**config.mk**
```make
export PLATFORM = sky130hd
export DESIGN_NAME = vga_sync_recovery
export DESIGN_NICKNAME = d
export VERILOG_FILES = /design/src/rtl/vga_sync_recovery.sv
export SDC_FILE = /design/constraint.sdc
export NUM_CORES = 1
export LEC_CHECK = 0
export CAP_MARGIN = 10
export CELL_PAD_IN_SITES_DETAIL_PLACEMENT = 1
export CELL_PAD_IN_SITES_GLOBAL_PLACEMENT = 2
export CORE_MARGIN = 2
export CORE_UTILIZATION = 32
export DETAILED_ROUTE_END_ITERATION = 16
export GPL_TIMING_DRIVEN = 0
export PLACE_DENSITY_LB_ADDON = 0.1
export SETUP_SLACK_MARGIN = 0.3
export SLEW_MARGIN = 0
export SYNTH_ARGS = -nofsm -noshare
export SYNTH_HDL_FRONTEND = slang
export SYNTH_SLANG_ARGS = --single-unit
```
**constraint.sdc**
```tcl
create_clock -name i_clk -period 5.4 [get_ports i_clk]
set_input_delay 0.54 -clock i_clk [delete_from_list [all_inputs] [get_ports i_clk]]
set_output_delay 0.54 -clock i_clk [all_outputs]
set_load 0.01 [all_outputs]
```
**src/rtl/vga_sync_recovery.sv**
```systemverilog
// Receive-side VGA timing recovery: rebuilds pixel position from incoming
// HSync/VSync edges, qualifies the timing over consecutive frames, and
// presents position/visible/strobe/video aligned one cycle behind the input.
module vga_sync_recovery #(
   parameter int VIDEO_WIDTH     = 3,
   parameter int H_VISIBLE       = 640,
   parameter int H_FRONT_PORCH   = 16,
   parameter int H_TOTAL         = 800,
   parameter int V_VISIBLE       = 480,
   parameter int V_FRONT_PORCH   = 10,
   parameter int V_TOTAL         = 525,
   parameter int SYNC_ACTIVE_LOW = 1,
   parameter int LOCK_FRAMES     = 2
) (
   input  logic                   i_clk,
   input  logic                   i_rst_n,
   input  logic                   i_hsync,
   input  logic                   i_vsync,
   input  logic [VIDEO_WIDTH-1:0] i_red_video,
   input  logic [VIDEO_WIDTH-1:0] i_grn_video,
   input  logic [VIDEO_WIDTH-1:0] i_blu_video,
   output logic [9:0]             o_hpos,
   output logic [9:0]             o_vpos,
   output logic                   o_visible,
   output logic                   o_frame_strobe,
   output logic                   o_locked,
   output logic                   o_sync_error,
   output logic [VIDEO_WIDTH-1:0] o_red_video,
   output logic [VIDEO_WIDTH-1:0] o_grn_video,
   output logic [VIDEO_WIDTH-1:0] o_blu_video
);

   localparam int GW = $clog2(LOCK_FRAMES + 1);

   localparam logic [9:0]    H_VIS      = 10'(H_VISIBLE);
   localparam logic [9:0]    V_VIS      = 10'(V_VISIBLE);
   localparam logic [9:0]    H_LAST     = 10'(H_TOTAL - 1);
   localparam logic [9:0]    V_LAST     = 10'(V_TOTAL - 1);
   localparam logic [9:0]    HS_POS     = 10'(H_VISIBLE + H_FRONT_PORCH);
   localparam logic [9:0]    VS_POS     = 10'(V_VISIBLE + V_FRONT_PORCH);
   localparam logic [GW-1:0] LOCK_COUNT = GW'(LOCK_FRAMES);
   localparam logic          SYNC_IDLE  = (SYNC_ACTIVE_LOW != 0);

   typedef enum logic [1:0] {SEARCH, ACQUIRE, LOCKED} state_t;

   state_t                 state_q, state_d;
   logic [GW-1:0]          good_q, good_d;
   logic                   dirty_q, dirty_d;
   logic                   error_d;
   logic                   hsync_q, vsync_q;
   logic [9:0]             hpos_q, vpos_q;
   logic                   sync_error_q;
   logic [VIDEO_WIDTH-1:0] red_q, grn_q, blu_q;

   logic       h_edge, v_edge, h_wrap, checking;
   logic       h_mis, v_mis, mismatch;
   logic [9:0] e_h, e_v, n_h, n_v;
   logic [GW-1:0] good_inc;

   // Edge detection, free-running prediction and timing checks.
   always_comb begin
      h_edge   = (i_hsync != SYNC_IDLE) && (hsync_q == SYNC_IDLE);
      v_edge   = (i_vsync != SYNC_IDLE) && (vsync_q == SYNC_IDLE);
      h_wrap   = (hpos_q == H_LAST);
      e_h      = h_wrap ? '0 : hpos_q + 10'd1;
      e_v      = vpos_q;
      if (h_wrap) begin
         e_v = (vpos_q == V_LAST) ? '0 : vpos_q + 10'd1;
      end
      checking = (state_q != SEARCH);
      // A present edge must land on the predicted position; an absent edge
      // is only an error once the stream has been qualified at least once.
      h_mis    = h_edge ? (e_h != HS_POS) : (checking && (e_h == HS_POS));
      v_mis    = v_edge ? ((e_v != VS_POS) || (e_h != '0))
                        : (checking && (e_h == '0) && (e_v == VS_POS));
      mismatch = h_mis || v_mis;
      n_h      = h_edge ? HS_POS : (v_edge ? '0 : e_h);
      n_v      = v_edge ? VS_POS : e_v;
   end

   // Lock qualification state machine: next state, frame count and error.
   always_comb begin
      // NOTE: every variable gets a default first so no path can infer a latch.
      state_d  = state_q;
      good_d   = good_q;
      dirty_d  = dirty_q;
      error_d  = 1'b0;
      good_inc = good_q + 1'b1;
      unique case (state_q)
         SEARCH: begin
            if (v_edge) begin
               state_d = ACQUIRE;
               good_d  = '0;
               dirty_d = 1'b0;
            end
         end
         ACQUIRE: begin
            if (v_edge) begin
               dirty_d = 1'b0;
               if (dirty_q || mismatch) begin
                  good_d = '0;
               end else begin
                  good_d = good_inc;
                  if (good_inc == LOCK_COUNT) state_d = LOCKED;
               end
            end else if (mismatch) begin
               dirty_d = 1'b1;
            end
         end
         LOCKED: begin
            if (mismatch) begin
               state_d = SEARCH;
               error_d = 1'b1;
            end
         end
         default: state_d = SEARCH;
      endcase
   end

   // State, counters and one-cycle-delayed video; reset is synchronous.
   always_ff @(posedge i_clk) begin
      // NOTE: sequential state uses non-blocking assignments only, so every
      // register sees the pre-edge value of every other register.
      if (!i_rst_n) begin
         state_q      <= SEARCH;
         good_q       <= '0;
         dirty_q      <= 1'b0;
         hsync_q      <= SYNC_IDLE;
         vsync_q      <= SYNC_IDLE;
         hpos_q       <= '0;
         vpos_q       <= '0;
         sync_error_q <= 1'b0;
         red_q        <= '0;
         grn_q        <= '0;
         blu_q        <= '0;
      end else begin
         state_q      <= state_d;
         good_q       <= good_d;
         dirty_q      <= dirty_d;
         hsync_q      <= i_hsync;
         vsync_q      <= i_vsync;
         hpos_q       <= n_h;
         vpos_q       <= n_v;
         sync_error_q <= error_d;
         red_q        <= i_red_video;
         grn_q        <= i_grn_video;
         blu_q        <= i_blu_video;
      end
   end

   // Output decode from registered state: all zero straight after reset.
   always_comb begin
      o_hpos         = hpos_q;
      o_vpos         = vpos_q;
      o_locked       = (state_q == LOCKED);
      o_sync_error   = sync_error_q;
      o_visible      = o_locked && (hpos_q < H_VIS) && (vpos_q < V_VIS);
      o_frame_strobe = o_locked && (hpos_q == '0) && (vpos_q == '0);
      o_red_video    = o_visible ? red_q : '0;
      o_grn_video    = o_visible ? grn_q : '0;
      o_blu_video    = o_visible ? blu_q : '0;
   end

endmodule

```
==> results of run 1 <==
layout make-up:
cell class / count / area [sq um]
fillers: 765 / 3600
multi-input cells: 191 / 1250
flip-flops and latches: 37 / 741
repair buffers: 44 / 440
well taps: 77 / 96.3
plain buffers: 18 / 92.6
clock buffers: 6 / 72.6
inverters: 12 / 45.0
clock inverters: 2 / 38.8
where the power goes:
part	switching [uW]	internal (uW)	leakage, uW	total, uW
logic	37.0	37.5	0.000617	74.5
registers	10.9	284	0.000304	295
clock network	112	139	0.0000554	250
total	159	460	0.000977	619
worst paths after layout:
path | from | endpoint | slack, ns
setup / recovery | o_hpos[0] | o_sync_error | 2.24
setup reg to reg | o_hpos[0] | o_sync_error | 2.24
hold / removal | good_q[1] | good_q[1] | 0.49
hold reg to reg | good_q[1] | good_q[1] | 0.49
cells in the mapped netlist, drive strengths merged:
cell	instances
o211ai	1
a21boi	2
or4	1
nand2b	7
o311ai	3
a22o	1
nor3	8
and3	5
and2	22
o31a	3
a221oi	1
xor2	6
o21ai	17
xnor2	6
ha	6
inv	12
o21a	4
or3	6
dfxtp	37
o41ai	2
clkbuf	13
nand3	13
and3b	1
nand4b	1
buf	5
or2	2
a21oi	10
a41oi	1
nor2b	10
mux2i	1
nand2	13
a211oi	1
nor4bb	1
a31oi	3
nand4	8
o211a	1
nor2	14
nor3b	1
nor4b	2
nor4	7
sequential cells by signal, indices dropped and copies added, names as in the netlist:
register,count
blu_q,3
dirty_q,1
good_q,2
grn_q,3
hsync_q,1
o_hpos,10
o_sync_error,1
o_vpos,10
red_q,3
state_q,2
vsync_q,1
per-stage QoR:
step | std cells | utilization | hold slack, ns | setup WS, ns
after floorplan | 258 | - | 0.442 | 2.76
after global placement | 379 | 0.418 | 0.461 | 2.26
after detailed placement | 379 | 0.418 | 0.477 | 2.19
after CTS | 387 | 0.436 | 0.491 | 2.18
after global routing | 387 | 0.436 | 0.532 | 2.00
final | 387 | 0.436 | 0.487 | 2.24
tightest hold or removal path: stages (launching register included):
cell     delay, ns
dfxtp_1       0.31
inv_1         0.07
o21ai_1       0.07
layer usage:
metal  vias up  track usage  wire length (microns)
met5         -            0                      0
met4         0       0.0491                     56
met3         7       0.0433                    266
met2        40        0.303                   2930
met1       963        0.235                   2900
li1       1012            -                      -
layout by cell type, fill, tap and decap left out, types with 8 or more instances in the layout:
master	n
clkdlybuf4s50_1	44
dfxtp_1	37
and2_1	22
o21ai_0	16
clkbuf_1	14
nor2_1	14
nand2_1	13
nand3_1	13
inv_1	12
nor2b_1	10
a21oi_1	10
nand4_1	8
kinds of logic after synthesis:
kind of cell	synth area share
mux	0.00469
buf+inv	0.0645
compound gates	0.161
xor+xnor	0.0493
flops	0.347
fa+ha+maj	0.0352
simple gates	0.338
==> results.py, run 1 <==
metrics = {
    "status": {
        "status": "finished clean",
    },
    "worst_hold_path": {
        "min_path_cells": 2,
        "hold_path.class": "reg2reg",
    },
    "timing": {
        "period_needed_ns": 3.16,
        "finalCritPeriodShare": 0.586,
        "rsz0062_at_grt": "false",
        "final_max_slew_viol_count": 0,
        "fmax_mhz": 316,
        "setup_tns_ns": 0,
        "hold_viol_final": 0,
        "slew_headroom": 0.630,
        "finalSetupViolCount": 0,
        "worst_pin_slew_ns": 0.550,
        "skew_ns": 0.00927,
    },
    "cts": {
        "cts_tree": "done",
        "cts_made_buffers": 5,
        "clock-sinks": 37,
        "clkLatencyLatePin_ns": 0.30,
        "htree_levels": 2,
        "cts_root_buffer": "clkbuf_8",
        "clock_path_buffers": 2,
        "ctsHoldBuffers": 0,
        "ctsResizeCount": 0,
        "cts_setup_buffers": 0,
        "path_clk_slew_ns": 0.08,
    },
    "layout": {
        "syn_to_final_growth_pct": 30.4,
        "final_cell_area_sq_um": 2780,
        "nets": 328,
        "drive_gt1_frac": 0.0742,
        "diodes": 0,
    },
    "power_and_ir_drop": {
        "ir_drop_v": 0.000127,
        "leakage_uw": 0.000977,
        "power_uw": 619,
        "power.density_nw_per_um2": 223,
    },
    "setup_path": {
        "path_common_cell": "nand4_1",
        "cp_slowest_cell": "or4_4",
        "path_buf_inv": 1,
        "ff2ff_path_depth": 9,
        "critPathTopFamily": "simple AND/OR/NAND/NOR gates",
        "worst_ep_required_time_ns": 5.60,
        "path_cells": "ha_1 -> nand4_1 -> clkbuf_1 -> or4_4 -> o41ai_2 -> nand4_1 -> nor4_4 -> xnor2_1 -> o211a_1",
        "critPathKind": "reg2reg",
        "startpoint_type": "register",
        "path_max_fanout": 10,
        "crit_cells": 9,
        "cpPeakStageDelay_ns": 0.52,
        "critPathArrivalTime_ns": 3.37,
        "endpoint_kind": "register",
    },
    "synth": {
        "synth.distinct_cells": 49,
        "netlist_instances": 258,
        "syn_avg_cell_area_sq_um": 8.27,
        "synth_warnings": 0,
        "yosysTopAreaCellShare": 0.347,
        "ys_ff_latch": 37,
        "syn_nets": 277,
        "ys_seq_area_frac": 0.347,
        "synthTopCellsByArea": "dfxtp_1, and2_1, o21ai_0, ha_1, nand3_1",
        "synth_area_sq_um": 2130,
        "synth_top_area_cell": "dfxtp_1",
    },
    "routing": {
        "via_count": 2022,
        "drt_iter0_markers": 58,
        "vias_per_cell": 5.22,
        "drcViolationCount": 0,
        "firstDrtPassIters": 4,
        "wl_per_cell_microns": 15.9,
        "antenna_left": 0,
        "finalWirelength_microns": 6160,
    },
    "global_route": {
        "grt_pass1_wl_microns": 10600,
        "grtUsageTotal": 0.182,
        "grt_max_degree": 13,
        "gr-total-overflow": 0,
        "grt_pass1_vias": 2055,
        "antenna_found_initial": 0,
    },
    "placed_design": {
        "gp_congestion": 0.778,
        "place_hpwl_microns": 4580,
        "postPlaceCellArea_sq_um": 2670,
        "portBuffers": 44,
    },
    "floorplan": {
        "core_area_sq_um": 6390,
        "rows": 29,
        "io-pin-count": 46,
        "dieWidth_microns": 85.7,
        "start_util": 0.334,
        "die_area_sq_um": 7340,
        "die_h_microns": 85.7,
    },
    "run": {
        "maxCapViolCount": 0,
    },
}
(Power assumes the default switching activity.)
==> run 2: changes to the inputs <==
- CORE_UTILIZATION: 32 -> 26
- clock period: 5.4 -> 2.75 ns (I/O delays scaled with it)
==> run 2 against run 1 <==
  * The flow now finishes with violations (setup timing)
  * Fmax grew 15%
  * Cell area grew 8.5%
  * Setup slack lost 2.2 ns
  * Hold slack lost 0.16 ns
  * Critical endpoint is now state_q[0]
  * Highest routed layer unchanged
  * Via count grew 0.59%
  * Sequential power grew 97%
  * Largest cell class unchanged
  * Final cell count grew 8.5%
  * Clock power grew 110%
  * Combinational power grew 110%
  * Non-clock buffer count grew 5
==> results.py, run 2 (synthesis gave the netlist of run 1 again) <==
metrics = {
    "cts": {
        "clock_path_buffers": 2,
        "htree_levels": 2,
        "cts_tree": "done",
        "cts_root_buffer": "clkbuf_8",
        "clkLatencyLatePin_ns": 0.29,
        "path_clk_slew_ns": 0.08,
        "cts_made_buffers": 5,
        "clock-sinks": 37,
    },
    "floorplan": {
        "rows": 33,
        "core_area_sq_um": 8090,
        "start_util": 0.264,
        "dieWidth_microns": 94.6,
        "die_h_microns": 94.6,
        "die_area_sq_um": 8950,
        "io-pin-count": 46,
    },
    "run": {
        "maxCapViolCount": 0,
    },
    "timing": {
        "worst_pin_slew_ns": 0.612,
        "finalWorstSetupSlack_ns": -0.00174,
        "period_needed_ns": 2.75,
        "fmax_mhz": 363,
        "final_max_slew_viol_count": 0,
        "rsz0062_at_grt": "true",
        "slew_headroom": 0.589,
        "finalSetupViolCount": 1,
        "finalCritPeriodShare": 1.00,
        "skew_ns": 0.00800,
        "hold_viol_final": 0,
    },
    "routing": {
        "via_count": 2034,
        "wl_per_cell_microns": 15.3,
        "finalWirelength_microns": 6440,
        "drt_iter0_markers": 54,
        "firstDrtPassIters": 4,
        "drcViolationCount": 0,
        "vias_per_cell": 4.84,
        "antenna_left": 0,
    },
    "layout": {
        "diodes": 0,
        "syn_to_final_growth_pct": 41.5,
        "drive_gt1_frac": 0.175,
        "nets": 333,
        "layout_common_cells": "clkdlybuf4s50_1, dfxtp_1, and2_1",
        "final_cell_area_sq_um": 3020,
        "fill_cells": 965,
        "mostFrequentLayoutCell": "clkdlybuf4s50_1",
    },
    "setup_path": {
        "critPathArrivalTime_ns": 2.94,
        "crit_path_start": "o_hpos[5]",
        "r2r-start": "o_hpos[5]",
        "critPathKind": "reg2reg",
        "endpoint_kind": "register",
        "path_max_fanout": 4,
        "startpoint_type": "register",
        "worst_ep_required_time_ns": 2.93,
    },
    "global_route": {
        "grt_max_degree": 13,
        "grtUsageTotal": 0.153,
        "gr-total-overflow": 0,
        "antenna_found_initial": 0,
        "grt_pass1_wl_microns": 10600,
        "grt_pass1_vias": 2032,
    },
    "power_and_ir_drop": {
        "ir_drop_v": 0.000203,
        "power_uw": 1250,
        "leakage_uw": 0.00111,
        "power.density_nw_per_um2": 415,
    },
    "placed_design": {
        "portBuffers": 44,
        "gp_congestion": 0.759,
        "postPlaceCellArea_sq_um": 2720,
        "place_hpwl_microns": 4770,
    },
    "worst_hold_path": {
        "hold_path.class": "in2reg",
        "min_from": "i_rst_n",
    },
    "status": {
        "status": "finished with violations",
        "violations": "setup timing",
    },
}
run 2: cell count changes in the layout (fill, tap and decap cells not counted), moves of 2 or more:
cell,change
clkbuf_2,+5
buf_4,+5
ha_1,-2
clkbuf_1,-10
dlymetal6s2s_1,+2
clkbuf_4,+2
nor4_4,+2
clkdlybuf4s50_1,-2
dfxtp_2,+5
clkbuf_8,+2
nor4_1,-2
dfxtp_1,-6
run 2: path summary, 6_finish.rpt:
path              cells after the start         end  slack [ns]
hold / removal                        2     vsync_q        0.32
setup reg to reg                     10  state_q[0]      -0.002
setup / recovery                     10  state_q[0]      -0.002
hold reg to reg                       1  state_q[0]        0.48
run 2: layout make-up:
cell class	count	area [sq um]	share of cell area
clock buffer	6	82.6	0.0274
multi-input combinational	191	1370	0.453
timing repair buffer	49	483	0.160
inverter	12	45.0	0.0149
clock inverter	2	37.5	0.0124
buffer	18	121	0.0402
sequential	37	751	0.249
tap	105	131	0.0435
run 2: through the flow:
step | cells | utilization | setup WS [ns] | hold slack (ns) | TNS [ns]
2_1_floorplan | 258 | - | 0.157 | 0.376 | 0
3_3_place_gp | 407 | 0.336 | -0.307 | 0.461 | -1.23
3_5_place_dp | 407 | 0.336 | -0.300 | 0.483 | -1.27
4_1_cts | 419 | 0.365 | -0.0911 | 0.328 | -0.334
5_1_grt | 420 | 0.373 | -0.110 | 0.364 | -0.490
6_report | 420 | 0.373 | -0.00174 | 0.323 | -0.00174
run 2: per-layer routing:
metal	track usage	vias to the layer above	wire length [microns]
met1	0.203	976	3200
met5	0	-	0
met3	0.0383	5	232
met2	0.255	30	2950
li1	-	1023	-
met4	0.0290	0	59
run 2: worst max-delay path: stages (launching register included):
cell      delay, ns
dfxtp_2        0.33
buf_6          0.11
or3_4          0.37
buf_6          0.13
or3_4          0.42
o41ai_2        0.30
o211ai_1       0.22
nor4_4         0.36
buf_4          0.20
nand4_1        0.06
nor4bb_1       0.13
run 2: repair_timing:
item / 4_1_cts / 5_1_grt
pin swaps: 5 / 5
hold buffers: 0 / 0
resized for setup: 23 / 17
hold endpoints to repair: 0 / 0
setup buffers: 4 / 1
endpoints found under the setup margin: 17 / 17
run 2: power breakdown:
part	total [uW]	internal, uW	switching, uW
logic	159	82.0	77.4
registers	582	557	24.6
clock network	513	295	218
total	1250	934	320
